`config.mk`:
```
export PLATFORM = sky130hd
export DESIGN_NAME = uspispy_flash_ctrl
export DESIGN_NICKNAME = d
export VERILOG_FILES = /design/src/rtl/uspispy_pkg.sv /design/src/rtl/uspispy_burst_gen.sv /design/src/rtl/uspispy_flash_ctrl.sv
export SDC_FILE = /design/constraint.sdc
export NUM_CORES = 1
export LEC_CHECK = 0
export ABC_CLOCK_PERIOD_IN_PS = 2900
export CAP_MARGIN = 20
export CELL_PAD_IN_SITES_DETAIL_PLACEMENT = 0
export CELL_PAD_IN_SITES_GLOBAL_PLACEMENT = 1
export CORE_ASPECT_RATIO = 0.9
export CORE_UTILIZATION = 43
export CTS_CLUSTER_SIZE = 10
export DETAILED_ROUTE_END_ITERATION = 8
export GPL_TIMING_DRIVEN = 0
export PLACE_DENSITY_LB_ADDON = 0.1
export SLEW_MARGIN = 20
export SYNTH_ARGS = -nofsm -noshare
export SYNTH_HDL_FRONTEND = slang
export SYNTH_SLANG_ARGS = --single-unit
```
`constraint.sdc`:
```
create_clock -name clk -period 2.9 [get_ports clk]
set_input_delay 0.435 -clock clk [delete_from_list [all_inputs] [get_ports clk]]
set_output_delay 0.435 -clock clk [all_outputs]
set_load 0.1 [all_outputs]
```
`src/rtl/uspispy_pkg.sv`:
```
// Shared opcodes, status-register bit positions and controller states for the uspispy commit path.
package uspispy_pkg;

   localparam logic [7:0] CMD_PP3       = 8'h02;
   localparam logic [7:0] CMD_ERASE     = 8'h20;
   localparam logic [7:0] RAM_CMD_WRITE = 8'h02;

   localparam int SR_WIP = 0;
   localparam int SR_WEL = 1;

   typedef enum logic [2:0] {
      ST_IDLE,
      ST_CHECK,
      ST_REQ,
      ST_HDR,
      ST_DATA,
      ST_GAP,
      ST_DONE
   } state_t;

   // Completion and rejection both report the status register with WIP and WEL cleared.
   function automatic logic [7:0] sr_clear(input logic [7:0] sr);
      logic [7:0] r;
      r         = sr;
      r[SR_WIP] = 1'b0;
      r[SR_WEL] = 1'b0;
      return r;
   endfunction

endpackage

```
`src/rtl/uspispy_burst_gen.sv`:
```
// Address / remaining-byte tracker; flags when the next byte must start a new PSRAM burst.
module uspispy_burst_gen #(
   parameter int RAM_PAGE = 1024
) (
   input  logic        clk,
   input  logic        load,
   input  logic [23:0] load_addr,
   input  logic [12:0] load_count,
   input  logic        load_prog,
   input  logic        step,
   output logic [23:0] addr,
   output logic        last,
   output logic        burst_end
);

   localparam int PAGE_BITS = $clog2(RAM_PAGE);

   logic        prog;
   logic [12:0] remain;
   logic [23:0] next_addr;

   // Program wraps inside the 256-byte NOR page; erase walks the whole sector linearly.
   always_comb begin
      next_addr = prog ? {addr[23:8], addr[7:0] + 8'd1} : addr + 24'd1;
      last      = (remain == 13'd1);
      burst_end = (next_addr[PAGE_BITS-1:0] == '0)
                  || (prog && (next_addr[7:0] == 8'h00))
                  || (next_addr[23] != addr[23]);
   end

   // Position only advances on a byte the shifter actually accepted.
   always_ff @(posedge clk) begin
      if (load) begin
         addr   <= load_addr;
         remain <= load_count;
         prog   <= load_prog;
      end else if (step) begin
         addr   <= next_addr;
         remain <= remain - 13'd1;
      end
   end

endmodule

```
`src/rtl/uspispy_flash_ctrl.sv`:
```
// Commit controller: replays logged Page Program / Sector Erase commands into the two PSRAM chips.
module uspispy_flash_ctrl #(
   parameter int RAM_PAGE   = 1024,
   parameter int BUF_BASE   = 1,
   parameter int GAP_CYCLES = 4,
   parameter int ERASE_SIZE = 4096
) (
   input  logic        clk,
   input  logic        reset,
   input  logic        cmd_strobe,
   input  logic [7:0]  cmd,
   input  logic [23:0] cmd_addr,
   input  logic [11:0] cmd_len,
   input  logic [7:0]  sr_cur,
   output logic [7:0]  sr_out,
   output logic        sr_strobe,
   output logic [7:0]  buf_addr,
   input  logic [7:0]  buf_data,
   output logic        ram_req,
   input  logic        ram_grant,
   output logic        ram_sel,
   output logic [7:0]  ram_tx_byte,
   output logic        ram_tx_valid,
   input  logic        ram_tx_ready,
   output logic        busy
);

   import uspispy_pkg::*;

   localparam logic [23:0] ERASE_MASK  = 24'(ERASE_SIZE - 1);
   localparam logic [12:0] ERASE_COUNT = 13'(ERASE_SIZE);
   localparam logic [7:0]  BUF_START   = 8'(BUF_BASE);
   localparam logic [7:0]  GAP_LAST    = 8'(GAP_CYCLES - 1);

   state_t      state;
   logic        is_prog;
   logic [23:0] op_addr;
   logic [11:0] op_len;
   logic [1:0]  hdr_idx;
   logic [7:0]  gap_cnt;
   logic        fetch_wait;

   logic        pass;
   logic        load;
   logic        step;
   logic [23:0] start_addr;
   logic [12:0] start_count;
   logic [23:0] cur_addr;
   logic        last;
   logic        burst_end;

   // Program length is the payload after opcode + 3 address bytes, capped at one NOR page.
   function automatic logic [12:0] prog_count(input logic [11:0] len);
      logic [12:0] n;
      n = {1'b0, len} - 13'd4;
      return (n > 13'd256) ? 13'd256 : n;
   endfunction

   // PSRAM write header; the chip select already encodes bit 23.
   function automatic logic [7:0] hdr_byte(input logic [1:0] idx, input logic [23:0] a);
      logic [7:0] b;
      case (idx)
         2'd0:    b = RAM_CMD_WRITE;
         2'd1:    b = {1'b0, a[22:16]};
         2'd2:    b = a[15:8];
         default: b = a[7:0];
      endcase
      return b;
   endfunction

   // Accept check, operation start point and the per-byte advance qualifier.
   always_comb begin
      start_addr  = is_prog ? op_addr : (op_addr & ~ERASE_MASK);
      start_count = is_prog ? prog_count(op_len) : ERASE_COUNT;
      pass        = sr_cur[SR_WEL] && !(is_prog && (op_len < 12'd5));
      load        = (state == ST_CHECK) && pass;
      step        = (state == ST_DATA) && ram_grant && ram_tx_valid && ram_tx_ready;
   end

   uspispy_burst_gen #(
      .RAM_PAGE (RAM_PAGE)
   ) u_burst (
      .clk        (clk),
      .load       (load),
      .load_addr  (start_addr),
      .load_count (start_count),
      .load_prog  (is_prog),
      .step       (step),
      .addr       (cur_addr),
      .last       (last),
      .burst_end  (burst_end)
   );

   // Main sequencer: accept, check, request/header/data bursts with gaps, completion report.
   always_ff @(posedge clk or negedge reset) begin
      if (!reset) begin
         state        <= ST_IDLE;
         is_prog      <= 1'b0;
         op_addr      <= '0;
         op_len       <= '0;
         hdr_idx      <= '0;
         gap_cnt      <= '0;
         fetch_wait   <= 1'b0;
         sr_out       <= '0;
         sr_strobe    <= 1'b0;
         buf_addr     <= '0;
         ram_req      <= 1'b0;
         ram_sel      <= 1'b0;
         ram_tx_byte  <= '0;
         ram_tx_valid <= 1'b0;
         busy         <= 1'b0;
      end else begin
         sr_strobe <= 1'b0;
         unique case (state)
            ST_IDLE: begin
               if (cmd_strobe && ((cmd == CMD_PP3) || (cmd == CMD_ERASE))) begin
                  is_prog <= (cmd == CMD_PP3);
                  op_addr <= cmd_addr;
                  op_len  <= cmd_len;
                  busy    <= 1'b1;
                  state   <= ST_CHECK;
               end
            end
            ST_CHECK: begin
               if (pass) begin
                  buf_addr <= BUF_START;
                  ram_sel  <= start_addr[23];
                  ram_req  <= 1'b1;
                  state    <= ST_REQ;
               end else begin
                  sr_out    <= sr_clear(sr_cur);
                  sr_strobe <= 1'b1;
                  busy      <= 1'b0;
                  state     <= ST_IDLE;
               end
            end
            ST_REQ: begin
               if (ram_grant) begin
                  ram_tx_byte  <= hdr_byte(2'd0, cur_addr);
                  ram_tx_valid <= 1'b1;
                  hdr_idx      <= 2'd0;
                  state        <= ST_HDR;
               end
            end
            ST_HDR: begin
               if (!ram_grant) begin
                  ram_req      <= 1'b0;
                  ram_tx_valid <= 1'b0;
                  gap_cnt      <= GAP_LAST;
                  state        <= ST_GAP;
               end else if (ram_tx_ready) begin
                  if (hdr_idx == 2'd3) begin
                     ram_tx_valid <= 1'b0;
                     fetch_wait   <= 1'b0;
                     state        <= ST_DATA;
                  end else begin
                     hdr_idx     <= hdr_idx + 2'd1;
                     ram_tx_byte <= hdr_byte(hdr_idx + 2'd1, cur_addr);
                  end
               end
            end
            ST_DATA: begin
               if (!ram_grant) begin
                  ram_req      <= 1'b0;
                  ram_tx_valid <= 1'b0;
                  gap_cnt      <= GAP_LAST;
                  state        <= ST_GAP;
               end else if (ram_tx_valid) begin
                  if (ram_tx_ready) begin
                     ram_tx_valid <= 1'b0;
                     fetch_wait   <= is_prog;
                     if (is_prog) buf_addr <= buf_addr + 8'd1;
                     if (last) begin
                        ram_req   <= 1'b0;
                        sr_out    <= sr_clear(sr_cur);
                        sr_strobe <= 1'b1;
                        state     <= ST_DONE;
                     end else if (burst_end) begin
                        ram_req <= 1'b0;
                        gap_cnt <= GAP_LAST;
                        state   <= ST_GAP;
                     end
                  end
               end else if (fetch_wait) begin
                  // buf_data for the new buf_addr lands one cycle later
                  fetch_wait <= 1'b0;
               end else begin
                  ram_tx_byte  <= is_prog ? buf_data : 8'hFF;
                  ram_tx_valid <= 1'b1;
               end
            end
            ST_GAP: begin
               if (gap_cnt == 8'd0) begin
                  ram_sel <= cur_addr[23];
                  ram_req <= 1'b1;
                  state   <= ST_REQ;
               end else begin
                  gap_cnt <= gap_cnt - 8'd1;
               end
            end
            ST_DONE: begin
               busy  <= 1'b0;
               state <= ST_IDLE;
            end
            default: state <= ST_IDLE;
         endcase
      end
   end

endmodule

```
## Word-level counts from Yosys, hierarchy flattened

Index checks and enable logic that the tools add are counted.

| word-level totals | value |
|---|---|
| output and inout bits | 29 |
| register bits | 118 |
| input port bits | 65 |
| logic and storage cells | 198 |

| operators by class | value |
|---|---|
| add/subtract/negate cells | 7 |
| mux-type cells | 91 |
| reductions and logical operators | 39 |
| eq/ne operators | 40 |
| $lt $le $gt $ge | 2 |

Operator list:

| cell | number |
|---|---|
| $mux W8 | 25 |
| $mux W24 | 3 |
| $pmux W8 S3 | 3 |
| $mux W13 | 4 |
| $ne A2 B2 Y1 const B | 19 |
| $mux W3 | 11 |
| $pmux W8 S2 | 2 |
| $mux W1 | 29 |
| $add A24 B1 Y24 const B | 1 |
| $ne A3 B3 Y1 const B | 7 |
| $pmux W3 S6 | 1 |
| $reduce_and A6 Y1 | 3 |
| $add A8 B1 Y8 const B | 2 |
| $logic_not A8 Y1 | 2 |
| $reduce_and A8 Y1 | 2 |
| $reduce_and A7 Y1 | 2 |
| $eq A13 B1 Y1 const B | 1 |
| $gt A13 B9 Y1 const B | 1 |
| $sub A12 B3 Y13 const B | 1 |
| $sub A13 B1 Y13 const B | 1 |
| $lt A12 B3 Y1 const B | 1 |
| $mux W12 | 1 |
| $logic_not A10 Y1 | 1 |
| $mux W2 | 5 |
| 27 further kinds | 51 |

## Longest topological paths before layout

| depth | value |
|---|---|
| word-level depth | 12 |
| gate-level depth with buffers | 9 |
| depth with buffers taken out | 9 |

## Modules after synthesis

Synthesis repeated with hierarchy kept, for this count alone.

| unflattened totals | value |
|---|---|
| cells, all modules | 636 |
| area, all modules | 6,627.6 µm² |

Modules (own cells, without submodules):

| module | area each (µm²) | cells an instance | times used |
|---|---|---|---|
| uspispy_flash_ctrl | 4,305.4 | 413 | 1 |
| uspispy_burst_gen | 2,322.2 | 223 | 1 |

## Worst setup path before layout

Ideal clock, no wire load.

| timing | value |
|---|---|
| path kind | reg2reg |
| start | register ram_tx_valid |
| end | register u_burst.addr[10], enable pin |
| path slack | 0.114 ns |
| path buffers | 1 |
| arrival time | 2.385 ns |
| data required time | 2.499 ns |
| cell stages (with the launch flop) | 4 |
| period minus slack after synthesis | 2.786 ns |
| cells stage by stage | dfrtp_1 -> clkbuf_1 -> nand3_1 -> o21ai_0 |

| between the ends | value |
|---|---|
| word-level cells in the longest chain between the ends | 4 |

Ends and longest elaborated chain:

| what | line | RTL |
|---|---|---|
| start, declared | uspispy_flash_ctrl.sv:23 | `output logic ram_tx_valid,` |
| start signal, assigned | uspispy_flash_ctrl.sv:110 | `ram_tx_valid <= 1'b0;` |
| start signal, assigned | uspispy_flash_ctrl.sv:140 | `ram_tx_valid <= 1'b1;` |
| start signal, assigned | uspispy_flash_ctrl.sv:148 | `ram_tx_valid <= 1'b0;` |
| $logic_and A1 B1 Y1 (2 in a row) | uspispy_flash_ctrl.sv:77 | `step = (state == ST_DATA) && ram_grant && ram_tx_valid && ram_tx_ready;` |
| $reduce_bool A2 Y1 (no line) | - |  |
| $reduce_and A2 Y1 (no line) | - |  |
| end signal, assigned | uspispy_burst_gen.sv:34 | `addr <= load_addr;` |
| end signal, assigned | uspispy_burst_gen.sv:38 | `addr <= next_addr;` |
| end, declared | uspispy_burst_gen.sv:11 | `output logic [23:0] addr,` |

No other way between the ends.
A chain may end at the register's enable or synchronous reset.

## Worst setup path in the final report

| timing | value |
|---|---|
| start | register op_len[3] |
| end | register u_burst.remain[3] (data pin) |

| between the ends | value |
|---|---|
| word-level cells in the longest chain between the ends | 6 |
| elaborated cells on any way between the ends | 10 |

Ends and longest elaborated chain:

| what | line | RTL |
|---|---|---|
| start, declared | uspispy_flash_ctrl.sv:38 | `logic [11:0] op_len;` |
| start signal, assigned | uspispy_flash_ctrl.sv:119 | `op_len <= cmd_len;` |
| branches (longest 5 deep; another with $sub A12 B3 Y13) | - |  |
| $mux W13 (*) | uspispy_burst_gen.sv:33 | `if (load) begin` |
| end signal, assigned | uspispy_burst_gen.sv:35 | `remain <= load_count;` |
| end signal, assigned | uspispy_burst_gen.sv:39 | `remain <= remain - 13'd1;` |
| end, declared | uspispy_burst_gen.sv:19 | `logic [12:0] remain;` |

Mark *: on every way between the ends.

==> results_dict.tcl <==
set metrics [dict create \
    cts_buffers 17 \
    holdWs_ns 0.480 \
    synth_common_cells "dfrtp_1, nand2_1, nor2_1" \
    maxSlewHeadroom 0.350 \
    via_per_inst 5.50 \
    drt-total-wl_microns 16000 \
    place_area_sq_um 7640 \
    nNetsFinal 835 \
    finalSetupTns_ns 0 \
    synthToLayoutAreaGrowth_pct 27.6 \
    antenna_cells 0 \
    root_buffer "clkbuf_16" \
    htree_levels 4 \
    total_power_mw 3.82 \
    grt_pass1_vias 5264 \
    end_kind "flip-flop" \
    ys_seq_area_frac 0.479 \
    fin_crit_sh 0.958 \
    reg2reg_to "u_burst.remain[3]" \
    syn_inst 642 \
    core_sq_um 14700 \
    pwr-share-comb 0.041 \
    synth-seq-cells 116 \
    path_class "reg -> reg" \
    finClkSkew_ns 0.00611 \
    setup_ws_ns 0.122 \
    grt_pass1_wl_microns 26800 \
    final_cell_area_sq_um 8240 \
    synth_cell_type_count 65 \
    grtUsageTotal 0.219 \
    seqPwrFrac 0.442 \
    crit_chain "inv_1, ha_1, o21ai_0, a41o_1, or3_1, clkbuf_1, a211oi_2, nand2_1, o22ai_1" \
    p_int_mw 2.96 \
    dp_cells 933 \
    wl_per_cell_microns 16.6 \
    clkPwrFrac 0.516 \
    p_per_area_nw_per_um2 464 \
    cts_sinks 116 \
    overflow 0 \
    clk_latency_ns 0.42 \
    critPathSlowestCell "dfrtp_1" \
    p_sw_frac 0.226 \
    ios 94 \
    numPortBuffers 90 \
    drt_pass1_iterations 5 \
    ant_nets 0 \
    yosys.area.top_type "dfrtp_1" \
    fin_cells 967 \
    rr_worst_depth 9 \
    fmax_mhz 360 \
    cp_slowest_stage_delay_ns 0.43 \
    crit_required_ns 3.16 \
    slew_violations 0 \
    die_h_microns 118 \
    period_minus_slack_ns 2.78 \
    synth_ff_type "dfrtp_1" \
    cp-start-kind "flip-flop" \
    status "completed" \
    leakagePower_nw 3.33 \
    hold_viol 0 \
    p_sw_mw 0.863 \
    tightestPinTransition_ns 0.971 \
    yosys.cell_count.top_type "dfrtp_1" \
    arrival_ns 3.04 \
    die_w_microns 131 \
    rows 42 \
    synth_edf_count 38 \
    maxCapViolCount 0 \
    reg2reg_slack_ns 0.12 \
    cts.clk_slew.worst_paths_ns 0.06 \
    hold_class "in -> async" \
    initial_core_util 0.440 \
    syn_area_per_cell_sq_um 10.1 \
    grt_antenna_before_repair 0 \
    r2r_start "op_len[3]" \
    drive_gt1_frac 0.133 \
    die-area_sq_um 15500 \
    final_util 0.562 \
    ys.warnings.count 0 \
    drtIter0Drc 456 \
    async_flop_share 0.672 \
    clock_path_buffers 2 \
    ir_drop_mv 0.407 \
    cp_max_fo 10 \
    gp_congestion 0.842 \
    vias 5314 \
    drc_errors 0 \
    yosys-top-cells-area "dfrtp_1, edfxtp_1, mux2_2" \
    tritoncts "done" \
    post-place-ws_ns -0.495 \
    setup_violations 0 \
    place_hpwl_microns 11800 \
    yosys.area.top_type_share 0.302 \
    synth_area_sq_um 6450 \
    grt_max_degree 52 \
]
==> registers in the layout (all words and copies together) (netlist names) <==
signal / flops
ram_tx_valid: 1
hdr_idx: 2
u_burst.prog: 1
sr_strobe: 1
gap_cnt: 8
sr_out: 6
u_burst.addr: 24
op_len: 12
busy: 1
fetch_wait: 1
op_addr: 24
state: 3
ram_tx_byte: 8
ram_sel: 1
u_burst.remain: 13
is_prog: 1
ram_req: 1
buf_addr: 8
==> power by group through the flow <==
stage,clock network (mW),logic (mW),registers [mW]
after floorplan,0,0.0275,1.73
after global placement,0,0.153,1.72
after detailed placement,0,0.159,1.72
after CTS,2.02,0.161,1.69
after global routing,2.09,0.171,1.69
final,1.97,0.158,1.69
==> worst max path at each step <==
stage / startpoint / to / slack [ns] / cells after the start
2_1_floorplan: ram_tx_valid / u_burst.addr[10] / 0.11 / 3
3_3_place_gp: reset / op_addr[2] / -1.42 / 1
3_5_place_dp: cmd[2] / op_addr[23] / -0.50 / 7
4_1_cts: op_len[10] / u_burst.remain[11] / 0.05 / 5
5_1_grt: op_len[3] / u_burst.remain[3] / -0.0002 / 9
6_report: op_len[3] / u_burst.remain[3] / 0.12 / 9
==> layout make-up <==
| type | instances | area [sq um] |
|---|---|---|
| timing repair buffer | 94 | 951 |
| fill | 1257 | 6420 |
| inverter | 18 | 67.6 |
| tap | 198 | 248 |
| clock buffer | 18 | 429 |
| clock inverter | 14 | 130 |
| sequential | 116 | 3090 |
| buffer | 32 | 153 |
| multi-input combinational | 477 | 3170 |
==> cell families after synthesis <==
| kind of cell | after synthesis | synth area share |
|---|---|---|
| fa+ha+maj | 14 | 0.0271 |
| other cells | 1 | 0.000581 |
| compound gates | 136 | 0.139 |
| xor+xnor | 46 | 0.0624 |
| mux | 46 | 0.0799 |
| simple gates | 233 | 0.178 |
| flops | 116 | 0.479 |
| buf+inv | 50 | 0.0339 |
==> worst max-delay path: cells and delay by family, from the launching register on <==
family	cells	cell delay (ns)
AOI/OAI and AO/OA	4	0.94
adders and majority gates	1	0.17
buffers and inverters	2	0.49
DFF	1	0.43
and+or+nand+nor	2	0.58
==> metal layers <==
layer  vias up  wire (microns)  track usage
li1       2570               -            -
met1      2566            7780        0.308
met2       164            7220        0.338
met3        14             851       0.0498
met4         0             165       0.0603
met5         -               0            0
==> timing repair <==
action	CTS	global route
endpoints found under the hold margin	27	0
resized for setup	2	4
pin swaps	1	0
setup endpoints to repair	36	36
hold buffers	1	0
setup buffers	1	0
==> layout by cell type (no fill, tap or decap), types with 7 or more instances in the layout <==
cell,n
clkbuf_16,17
inv_1,16
clkdlybuf4s50_1,89
o21ai_0,42
o31ai_1,12
nand4_1,8
dfrtp_1,78
clkbuf_1,20
mux2_2,38
nor4_1,8
a21oi_1,23
a22oi_1,8
buf_4,7
o22ai_1,8
ha_1,14
xnor2_1,26
buf_2,7
o22a_1,7
nand3_1,32
a31oi_1,8
nor2_1,62
nand2b_1,8
xor2_1,20
nand2_1,67
nor3_1,11
edfxtp_1,38
Power figures use the tool's default switching activity.
